## config.mk

```make
export PLATFORM = sky130hd
export DESIGN_NAME = hex_display_scheduler
export DESIGN_NICKNAME = d
export VERILOG_FILES = /design/src/rtl/hex_display_scheduler.sv
export SDC_FILE = /design/constraint.sdc
export NUM_CORES = 1
export LEC_CHECK = 0
export ABC_AREA = 1
export CAP_MARGIN = 10
export CORE_MARGIN = 1.5
export CORE_UTILIZATION = 50
export DETAILED_ROUTE_END_ITERATION = 16
export HOLD_SLACK_MARGIN = 0.03
export PLACE_DENSITY = 0.79
export SLEW_MARGIN = 20
export SYNTH_ARGS = -nofsm -noshare
export SYNTH_HDL_FRONTEND = slang
export SYNTH_SLANG_ARGS = --single-unit
```

## constraint.sdc

```tcl
create_clock -name clock -period 3.94 [get_ports clock]
set_clock_uncertainty 0.1 [all_clocks]
set_input_delay 0.591 -clock clock [delete_from_list [all_inputs] [get_ports clock]]
set_output_delay 0.591 -clock clock [all_outputs]
set_load 0.01 [all_outputs]
```

## src/rtl/hex_display_scheduler.sv

```systemverilog
// Time-shares one nibble-to-7-segment decoder across four HEX displays.
// Accepts a 16-bit value, scans its nibbles through the decoder and drives HEX0..3 with blank/blink control.
module hex_display_scheduler #(
    parameter int unsigned BLINK_DIV = 25000000,
    parameter logic [6:0]  BLANK_PAT = 7'h7F
) (
    input  logic        clock,
    input  logic        resetn,
    input  logic        upd_valid,
    output logic        upd_ready,
    input  logic [15:0] upd_value,
    input  logic [3:0]  blank_mask,
    input  logic [3:0]  blink_mask,
    output logic [3:0]  dec_nibble,
    input  logic [6:0]  dec_segs,
    output logic [6:0]  HEX0,
    output logic [6:0]  HEX1,
    output logic [6:0]  HEX2,
    output logic [6:0]  HEX3
);

    localparam int CW = (BLINK_DIV > 1) ? $clog2(BLINK_DIV) : 1;

    typedef enum logic [2:0] {IDLE, SCAN0, SCAN1, SCAN2, SCAN3} state_t;

    state_t          state, state_nxt;
    logic [15:0]     shadow;
    logic [3:0][6:0] seg_reg;
    logic [3:0][6:0] hex_q;
    logic [CW-1:0]   blink_cnt;
    logic            blink_phase;
    logic            scan_we;
    logic [1:0]      scan_idx;
    logic            accept;

    always_ff @(posedge clock or negedge resetn) begin
        if (!resetn) state <= IDLE;
        else         state <= state_nxt;
    end

    always_comb begin
        state_nxt  = state;
        upd_ready  = 1'b0;
        dec_nibble = 4'h0;
        scan_we    = 1'b0;
        scan_idx   = 2'd0;
        case (state)
            IDLE: begin
                upd_ready = 1'b1;
                if (upd_valid) state_nxt = SCAN0;
            end
            SCAN0: begin
                dec_nibble = shadow[3:0];
                scan_we    = 1'b1;
                scan_idx   = 2'd0;
                state_nxt  = SCAN1;
            end
            SCAN1: begin
                dec_nibble = shadow[7:4];
                scan_we    = 1'b1;
                scan_idx   = 2'd1;
                state_nxt  = SCAN2;
            end
            SCAN2: begin
                dec_nibble = shadow[11:8];
                scan_we    = 1'b1;
                scan_idx   = 2'd2;
                state_nxt  = SCAN3;
            end
            SCAN3: begin
                dec_nibble = shadow[15:12];
                scan_we    = 1'b1;
                scan_idx   = 2'd3;
                state_nxt  = IDLE;
            end
            default: state_nxt = IDLE;
        endcase
    end

    assign accept = upd_valid & upd_ready;

    always_ff @(posedge clock or negedge resetn) begin
        if (!resetn)     shadow <= 16'h0000;
        else if (accept) shadow <= upd_value;
    end

    // Decoder output is captured at the edge ending each scan state.
    always_ff @(posedge clock or negedge resetn) begin
        if (!resetn)      seg_reg           <= {4{BLANK_PAT}};
        else if (scan_we) seg_reg[scan_idx] <= dec_segs;
    end

    always_ff @(posedge clock or negedge resetn) begin
        if (!resetn) begin
            blink_cnt   <= '0;
            blink_phase <= 1'b0;
        end else if (blink_cnt == CW'(BLINK_DIV - 1)) begin
            blink_cnt   <= '0;
            blink_phase <= ~blink_phase;
        end else begin
            blink_cnt   <= blink_cnt + 1'b1;
        end
    end

    // Blank wins over blink; seg_reg is untouched so blinking digits keep their value.
    always_ff @(posedge clock or negedge resetn) begin
        if (!resetn) begin
            hex_q <= {4{BLANK_PAT}};
        end else begin
            for (int n = 0; n < 4; n++) begin
                if (blank_mask[n] | (blink_mask[n] & blink_phase)) hex_q[n] <= BLANK_PAT;
                else                                               hex_q[n] <= seg_reg[n];
            end
        end
    end

    assign HEX0 = hex_q[0];
    assign HEX1 = hex_q[1];
    assign HEX2 = hex_q[2];
    assign HEX3 = hex_q[3];

endmodule
```

== After elaboration in Yosys (flattened, before gate mapping) ==
Index checks and enable logic that the tools add are counted.

* Bits in registers: 101
* Input bits: 34
* Output and inout bits: 33
* Logic and storage cells: 48

* Muxes and demuxes: 14
* Magnitude comparators: 2
* Bitwise logic cells: 10
* Reductions and logical operators: 3
* $add $sub $neg: 1
* Eq/ne operators: 6

{| class="wikitable"
|+ Operators with widths
! kind !! number
|-
| 2-to-1 mux 7 bit || 5
|-
| bitwise mux 28 bit || 1
|-
| adder 25 x 1 -> 25 bit (second input constant) || 1
|-
| == test 25 bit (second input constant) || 1
|-
| 2-to-1 mux 25 bit || 1
|-
| one-hot mux 4 bit (4 select lines) || 1
|-
| demux 7 bit (select 2 bit) || 1
|-
| one-hot mux 3 bit (4 select lines) || 1
|-
| == test 3 x 2 -> 1 bit (second input constant) || 2
|-
| one-hot mux 2 bit (3 select lines) || 1
|-
| AND 1 bit || 5
|-
| OR 1 bit || 4
|-
| OR reduction 4 bit || 1
|-
| == test 3 x 1 -> 1 bit (second input constant) || 1
|-
| == test 3 bit (second input constant) || 1
|-
| zero test 3 bit || 1
|-
| less-than comparator 2 x 3 -> 1 bit (second input constant) || 1
|-
| 2-to-1 mux 3 bit || 1
|-
| greater-or-equal comparator 2 x 1 -> 1 bit (second input constant) || 1
|-
| 2-to-1 mux 1 bit || 2
|-
| != test 2 bit (second input constant) || 1
|-
| logical AND 1 bit || 1
|-
| inverter 1 bit || 1
|}

== Longest topological paths before layout ==
Gate-level depths: netlist (run 1).

* Word-level depth: 7
* Depth in mapped cells: 9
* Gate-level depth less buffers: 9

== Worst setup path before layout (run 1) ==
No wires, ideal clock.

* Path kind: reg-to-output
* Start: register state[0]
* End: output upd_ready
* Required time: 3249 ps
* Cell stages (with the launch flop): 5
* Path buffers: 1
* Arrival: 970 ps
* Path slack: 2279 ps
* Cells stage by stage: dfrtp_1 nor2_1 inv_1 nor2_4 buf_2

* Word-level cells in the longest chain between the ends: 2

{| class="wikitable"
|+ Ends and longest elaborated chain
! item !! RTL line !! source
|-
| from (decl) || 26 || <nowiki>state_t state, state_nxt;</nowiki>
|-
| from (signal assigned) || 38 || <nowiki>else state <= state_nxt;</nowiki>
|-
| zero test 3 bit || 47 || <nowiki>case (state)</nowiki>
|-
| 2-to-1 mux 1 bit || 47 ||
|-
| to (decl) || 10 || <nowiki>output logic upd_ready,</nowiki>
|}

No other way between the ends.

== Worst setup path in the final report (run 1) ==
* Start: register state[1]
* End: output dec_nibble[3]

* Word-level cells in the longest chain between the ends: 2
* Elaborated cells between the ends (all ways): 5
* Classes of those cells: eq/ne (4); mux (1)

{| class="wikitable"
|+ Ends and longest elaborated chain
! item !! RTL line !! source
|-
| == test 3 bit, or another cell as far along || 47 ||
|-
| one-hot mux 4 bit (4 select lines) (*) || 47 ||
|-
| to (decl) || 14 || <nowiki>output logic [3:0] dec_nibble,</nowiki>
|}

Every way passes the cells marked *; elsewhere a longest branch is shown, timed or not.

==> impl_metrics.yaml, run 1 <==
logic_synthesis:
  synthMuxAreaShare: 0
  synth_cells: 532
  yosysSeqAreaShare: 0.581
  synth.top_cell.area_share: 0.329
  avgSynthCellArea_um2: 8.40
  synthArstFlopShare: 1.00
  yosys.area_share.simple: 0.283
  synth_flop_cell: "dfstp_2"
  synthDistinctLibCells: 24
  synth-seq-cells: 101
  synth-compound-area-share: 0.0437
  synth.largest_area_cell: "dfstp_2"
  synth_xor_area_frac: 0.0157
  synth_nets: 567
  synth_area_leaders: "dfstp_2 (33%), dfrtp_1 (25%), nand2_1 (15%), inv_1 (6.2%), nor2_1 (4.9%)"
  synthesis.area_um2: 4470
  yosys_warnings: 0
  synth_top_family_by_area: "simple AND/OR/NAND/NOR gates"
  synth_edf_count: 0
  synthAdderAreaFrac: 0.00280
worst_setup_path:
  cpMostUsedCell: "inv_1"
  path_cells: "inv_1, nand3_1, inv_1, nand2_1, nand4_1, clkdlybuf4s50_1"
  cp_slowest_cell: "clkdlybuf4s50_1"
  reg2reg_to: "blink_cnt[14]$_DFF_PN0_"
  r2r_start: "blink_cnt[0]$_DFF_PN0_"
  rr_worst_depth: 8
  crit_path_max_incr_delay_ns: 0.54
  end_kind: "primary output"
  arrival_ns: 2.30
  start_kind: "flop"
  reg2reg_slack_ns: 2.19
  cp_max_fo: 16
  critical_path_class: "reg2out"
  required_ns: 3.25
sta:
  timing.final.ws_setup_ns: 0.949
  hold_viol: 0
  finalSetupTns_ns: 0
  post-route-period-util: 0.759
  period_minus_slack_ns: 2.99
  rsz0062_at_grt: "no"
  maxSlewViolCount: 0
  tightestPinTransition_ns: 0.912
  slew_headroom: 0.392
  fmax_mhz: 334
  setup_viol: 0
cts:
  tritoncts: "yes"
  postCtsHoldBufs: 0
  numCtsBuffers: 9
  ctsResizeCount: 0
  postCtsSetupBuffers: 0
  h-tree-depth: 3
  root_buffer: "clkbuf_8"
  clkTransAtPathRegs_ns: 0.11
  insertion_delay_ns: 0.38
  clk_path_buf_depth: 2
  clock-sinks: 101
global_routing:
  grt_use_met1: 0.295
  grt.total_usage: 0.220
  grt-ovfl-total: 0
  busiest_layer: "met2"
  antenna_found_initial: 0
  met2_usage: 0.356
  grt_start_max_net_pins: 76
  grt_pass1_wl_um: 16700
  met3_usage: 0.0518
  grt_pass1_vias: 3554
cells_and_area:
  largest_reg_flops: 28
  final_common_cell: "nand2_1"
  area_growth_pct: 21.4
  n_antenna_cell: 0
  final_nets: 636
  drive_above_1_share: 0.149
  fillCellCount: 779
  layout_common_cells: "nand2_1 (180), inv_1 (74), clkdlybuf4s50_1 (65)"
  utilization: 0.625
placed_design:
  port_buffers: 66
  place_ws_ns: 1.36
  post-dp-hpwl_um: 7090
  routabilityCongestion: 0.859
floorplanning:
  placeableCoreArea_um2: 8680
  initial_core_util: 0.515
  dieArea_um2: 9520
  io_pins: 67
  die_w_um: 97.5
  num_rows: 34
  die_y_um: 97.5
run_status:
  status: "complete, no violations"
route:
  drt-pass1-iter-count: 5
  wl_um: 9510
  vias_per_cell: 4.95
  vias: 3534
  drtAntennaViolNets: 0
  drtIter0Drc: 132
  wl_per_cell_um: 13.3
  drc: 0
power_and_ir_drop:
  ir_drop_uv: 363
  p_leak_uw: 0.00256
  finalPower_uw: 3240
  powerDensity_nw_per_um2: 597
min_path:
  hp-class: "in2async"
job:
  cap_violations: 0
## kinds of logic after synthesis
| logic type | Yosys count |
|---|---|
| AOI/OAI and AO/OA | 39 |
| xor gates and xnor gates | 8 |
| buffers and inverters | 84 |
| DFF | 101 |
| and+or+nand+nor | 299 |
| adders and majority gates | 1 |
## routing by layer
layer | vias up | wire, um
met4 | 0 | 153
met3 | 13 | 558
met5 | - | 0
li1 | 1761 | -
met2 | 110 | 4600
met1 | 1650 | 4210
## how the worst max path moves through the flow
| stage | from | endpoint | slack, ns | depth (start not counted) |
|---|---|---|---|---|
| after global placement | state[1]$_DFFE_PN0P_ | dec_nibble[2] | 1.45 | 6 |
| after CTS | state[1]$_DFFE_PN0P_ | dec_nibble[3] | 0.91 | 6 |
| after floorplan | state[0]$_DFFE_PN0P_ | upd_ready | 2.28 | 4 |
| final | state[1]$_DFFE_PN0P_ | dec_nibble[3] | 0.95 | 6 |
| after global routing | state[1]$_DFFE_PN0P_ | dec_nibble[3] | 0.70 | 6 |
| after detailed placement | state[1]$_DFFE_PN0P_ | dec_nibble[3] | 1.36 | 6 |
## worst max-delay path: cells and delay by family, from the launching register on
kind | cells | cell delay (ns)
flops | 1 | 0.47
simple gates | 3 | 0.58
buf+inv | 3 | 0.88
## power by group
part           switching, uW  internal [uW]
Combinational            503            404
Clock                    406            258
Sequential               165           1510
Total                   1070           2170
## area by class of cell
type,count,area [um2],share of cell area
clock inverter,7,81.3,0.0150
inverter,75,282,0.0519
timing repair buffer,67,666,0.123
clock buffer,9,124,0.0228
tap,108,135,0.0249
multi-input combinational,347,1540,0.284
sequential,101,2600,0.479
## Yosys cell counts (6+ instances only)
cell type,instances
o21ai_0,34
nand3_1,30
dfrtp_1,45
nor2_1,58
nand2_1,180
inv_1,74
dfstp_2,56
xor2_1,6
nand4_1,7
## metrics by stage
stage,hold slack [ns],std cells,area [um2]
6_report,0.219,714,5430
5_1_grt,0.305,714,5430
4_1_cts,0.257,714,5430
3_5_place_dp,0.343,698,5220
3_3_place_gp,0.337,698,5220
2_1_floorplan,0.195,532,4470
Note: power is estimated with default switching activity, not from simulation.
==> inputs of run 2 (changes only) <==
--- a/config.mk
+++ b/config.mk
@@ -8,10 +8,10 @@
 export ABC_AREA = 1
 export CAP_MARGIN = 10
 export CORE_MARGIN = 1.5
-export CORE_UTILIZATION = 50
+export CORE_UTILIZATION = 49
 export DETAILED_ROUTE_END_ITERATION = 16
 export HOLD_SLACK_MARGIN = 0.03
-export PLACE_DENSITY = 0.79
+export PLACE_DENSITY = 0.8
 export SLEW_MARGIN = 20
 export SYNTH_ARGS = -nofsm -noshare
 export SYNTH_HDL_FRONTEND = slang
==> constraint.sdc (replaced) <==
create_clock -name clock -period 2.6 [get_ports clock]
set_clock_uncertainty 0.1 [all_clocks]
set_input_delay 0.39 -clock clock [delete_from_list [all_inputs] [get_ports clock]]
set_output_delay 0.39 -clock clock [all_outputs]
set_load 0.01 [all_outputs]
==> run 2 against run 1 <==
Compared with the run above:
- sequential cell count did not move
- utilization rose by 0.11 points
- cell count rose by 1.1%
- clock-buffer cell count rose by 1
- power rose by 53%
- combinational power rose by 59%
- clock power rose by 46%
- critical endpoint is now dec_nibble[2]
- largest cell class unchanged
- largest power group unchanged
==> impl_metrics.yaml, run 2 (same netlist as run 1, synthesis figures left out) <==
run_status:
  status: "complete, no violations"
sta:
  slew_headroom: 0.639
  hold_viol: 0
  rsz0062_at_grt: "no"
  post-route-period-util: 0.940
  tightestPinTransition_ns: 0.542
  timing.final.ws_setup_ns: 0.156
  setup_viol: 0
  finalSetupTns_ns: 0
  period_minus_slack_ns: 2.44
  fmax_mhz: 409
  maxSlewViolCount: 0
route:
  drtIter0Drc: 174
  vias: 3546
  wl_per_cell_um: 13.0
  drc: 0
  drtAntennaViolNets: 0
  wl_met3_um: 387
  wl_met2_um: 4740
  vias_per_cell: 4.91
  top_layer: "met4"
  drt-pass1-iter-count: 5
  wl_um: 9390
  wl_met1_um: 4170
global_routing:
  antenna_found_initial: 0
  grt-ovfl-total: 0
  grt_pass1_wl_um: 16100
  grt_start_max_net_pins: 50
  grt.total_usage: 0.209
  grt_pass1_vias: 3533
cts:
  postCtsSetupBuffers: 0
  clkTransAtPathRegs_ns: 0.11
  tritoncts: "yes"
  insertion_delay_ns: 0.38
  root_buffer: "clkbuf_8"
  h-tree-depth: 3
  clock-sinks: 101
  numCtsBuffers: 9
  ctsResizeCount: 0
  clk_path_buf_depth: 2
floorplanning:
  die_w_um: 98.5
  io_pins: 67
  initial_core_util: 0.510
  dieArea_um2: 9700
  die_y_um: 98.5
  num_rows: 34
  placeableCoreArea_um2: 8760
worst_setup_path:
  path_cells: "nor2_1, nand2_1, inv_1, nand2_1, nand4_1, clkdlybuf4s50_1"
  end_kind: "primary output"
  cp_max_fo: 6
  cp_slowest_cell: "clkdlybuf4s50_1"
  cpMostUsedCell: "nand2_1"
  required_ns: 2.11
  crit_path_max_incr_delay_ns: 0.55
  critical_path_class: "reg2out"
  crit_buf_inv: 2
  start_kind: "flop"
  cpLargestDelayFamily: "buffers and inverters"
  arrival_ns: 1.95
  path_depth: 6
  rr_worst_depth: 7
cells_and_area:
  final_nets: 644
  drive_above_1_share: 0.156
  largest_reg_flops: 28
  final_cells: 722
  final_common_cell: "nand2_1"
  area_growth_pct: 22.8
  fillCellCount: 781
  multi_input_area_um2: 1540
  seqCellArea_um2: 2600
  layout_common_cells: "nand2_1 (180), inv_1 (74), clkdlybuf4s50_1 (65)"
  n_antenna_cell: 0
power_and_ir_drop:
  p_clk_frac: 0.196
  p_leak_uw: 0.00260
  seqPwrFrac: 0.512
  combPwrFrac: 0.291
  powerDensity_nw_per_um2: 902
  switching_share: 0.329
  switchingPower_uw: 1630
  finalPower_uw: 4950
  p_int_uw: 3320
  ir_drop_uv: 870
min_path:
  hp-class: "reg2reg"
  min_path_cells: 2
placed_design:
  place_ws_ns: 0.590
  place_inst: 705
  post-dp-hpwl_um: 7030
  port_buffers: 66
  routabilityCongestion: 0.925
job:
  cap_violations: 0
## run 2: metal layers
layer | global-route usage | up-vias
li1 | - | 1777
met2 | 0.360 | 76
met5 | 0 | -
met3 | 0.0518 | 10
met1 | 0.262 | 1683
met4 | 0.0607 | 0
## run 2: final timing paths
path / start / to / slack (ns)
min in group asynchronous: resetn / blink_cnt[17]$_DFF_PN0_ / 0.44
worst min-delay path: seg_reg[25]$_DFFE_PN1P_ / HEX3[4]$_DFF_PN1_ / 0.36
worst max-delay path: state[1]$_DFFE_PN0P_ / dec_nibble[2] / 0.16
worst max register to register: blink_cnt[0]$_DFF_PN0_ / blink_cnt[22]$_DFF_PN0_ / 0.88
max in group asynchronous: resetn / seg_reg[7]$_DFFE_PN1P_ / 1.26
worst min register to register: seg_reg[25]$_DFFE_PN1P_ / HEX3[4]$_DFF_PN1_ / 0.36
## run 2: metrics by stage
stage,utilization,area (um2),hold WS (ns)
after global placement,0.603,5290,0.306
after floorplan,-,4470,-0.00559
after global routing,0.626,5490,0.369
after detailed placement,0.603,5290,0.313
final,0.626,5490,0.359
after CTS,0.626,5490,0.365
## run 2: power by group through the flow
| stage | clock (uW) | combinational, uW | sequential, uW |
|---|---|---|---|
| after floorplan | 0 | 737 | 2560 |
| after global placement | 0 | 1400 | 2540 |
| after detailed placement | 0 | 1460 | 2550 |
| after CTS | 1000 | 1470 | 2530 |
| after global routing | 1050 | 1630 | 2590 |
| final | 971 | 1440 | 2540 |
## run 2: tightest hold or removal path: stages (launching register included)
cell and delay (ns):
dfstp_2 0.38, inv_1 0.04, nand2_1 0.05
## run 2: area by class of cell
cell class / count / share of cell area
clock inverters: 6 / 0.0119
inverters: 75 / 0.0513
flip-flops and latches: 101 / 0.473
well taps: 108 / 0.0246
clock buffers: 10 / 0.0232
multi-input cells: 347 / 0.281
repair buffers: 75 / 0.135
## run 2: what timing repair did
| action | 4_1_cts | 5_1_grt |
|---|---|---|
| endpoints found under the setup margin | 0 | 0 |
| hold buffers | 1 | 0 |
| hold endpoints to repair | 37 | 0 |
==> inputs of run 3 (changes only) <==
--- a/config.mk
+++ b/config.mk
@@ -12,7 +12,7 @@
 export DETAILED_ROUTE_END_ITERATION = 16
 export HOLD_SLACK_MARGIN = 0.03
 export PLACE_DENSITY = 0.8
-export SLEW_MARGIN = 20
+export SLEW_MARGIN = 0
 export SYNTH_ARGS = -nofsm -noshare
 export SYNTH_HDL_FRONTEND = slang
 export SYNTH_SLANG_ARGS = --single-unit
==> results of run 3 <==
The final DEF is identical to that of run 2; final timing and power are the same.
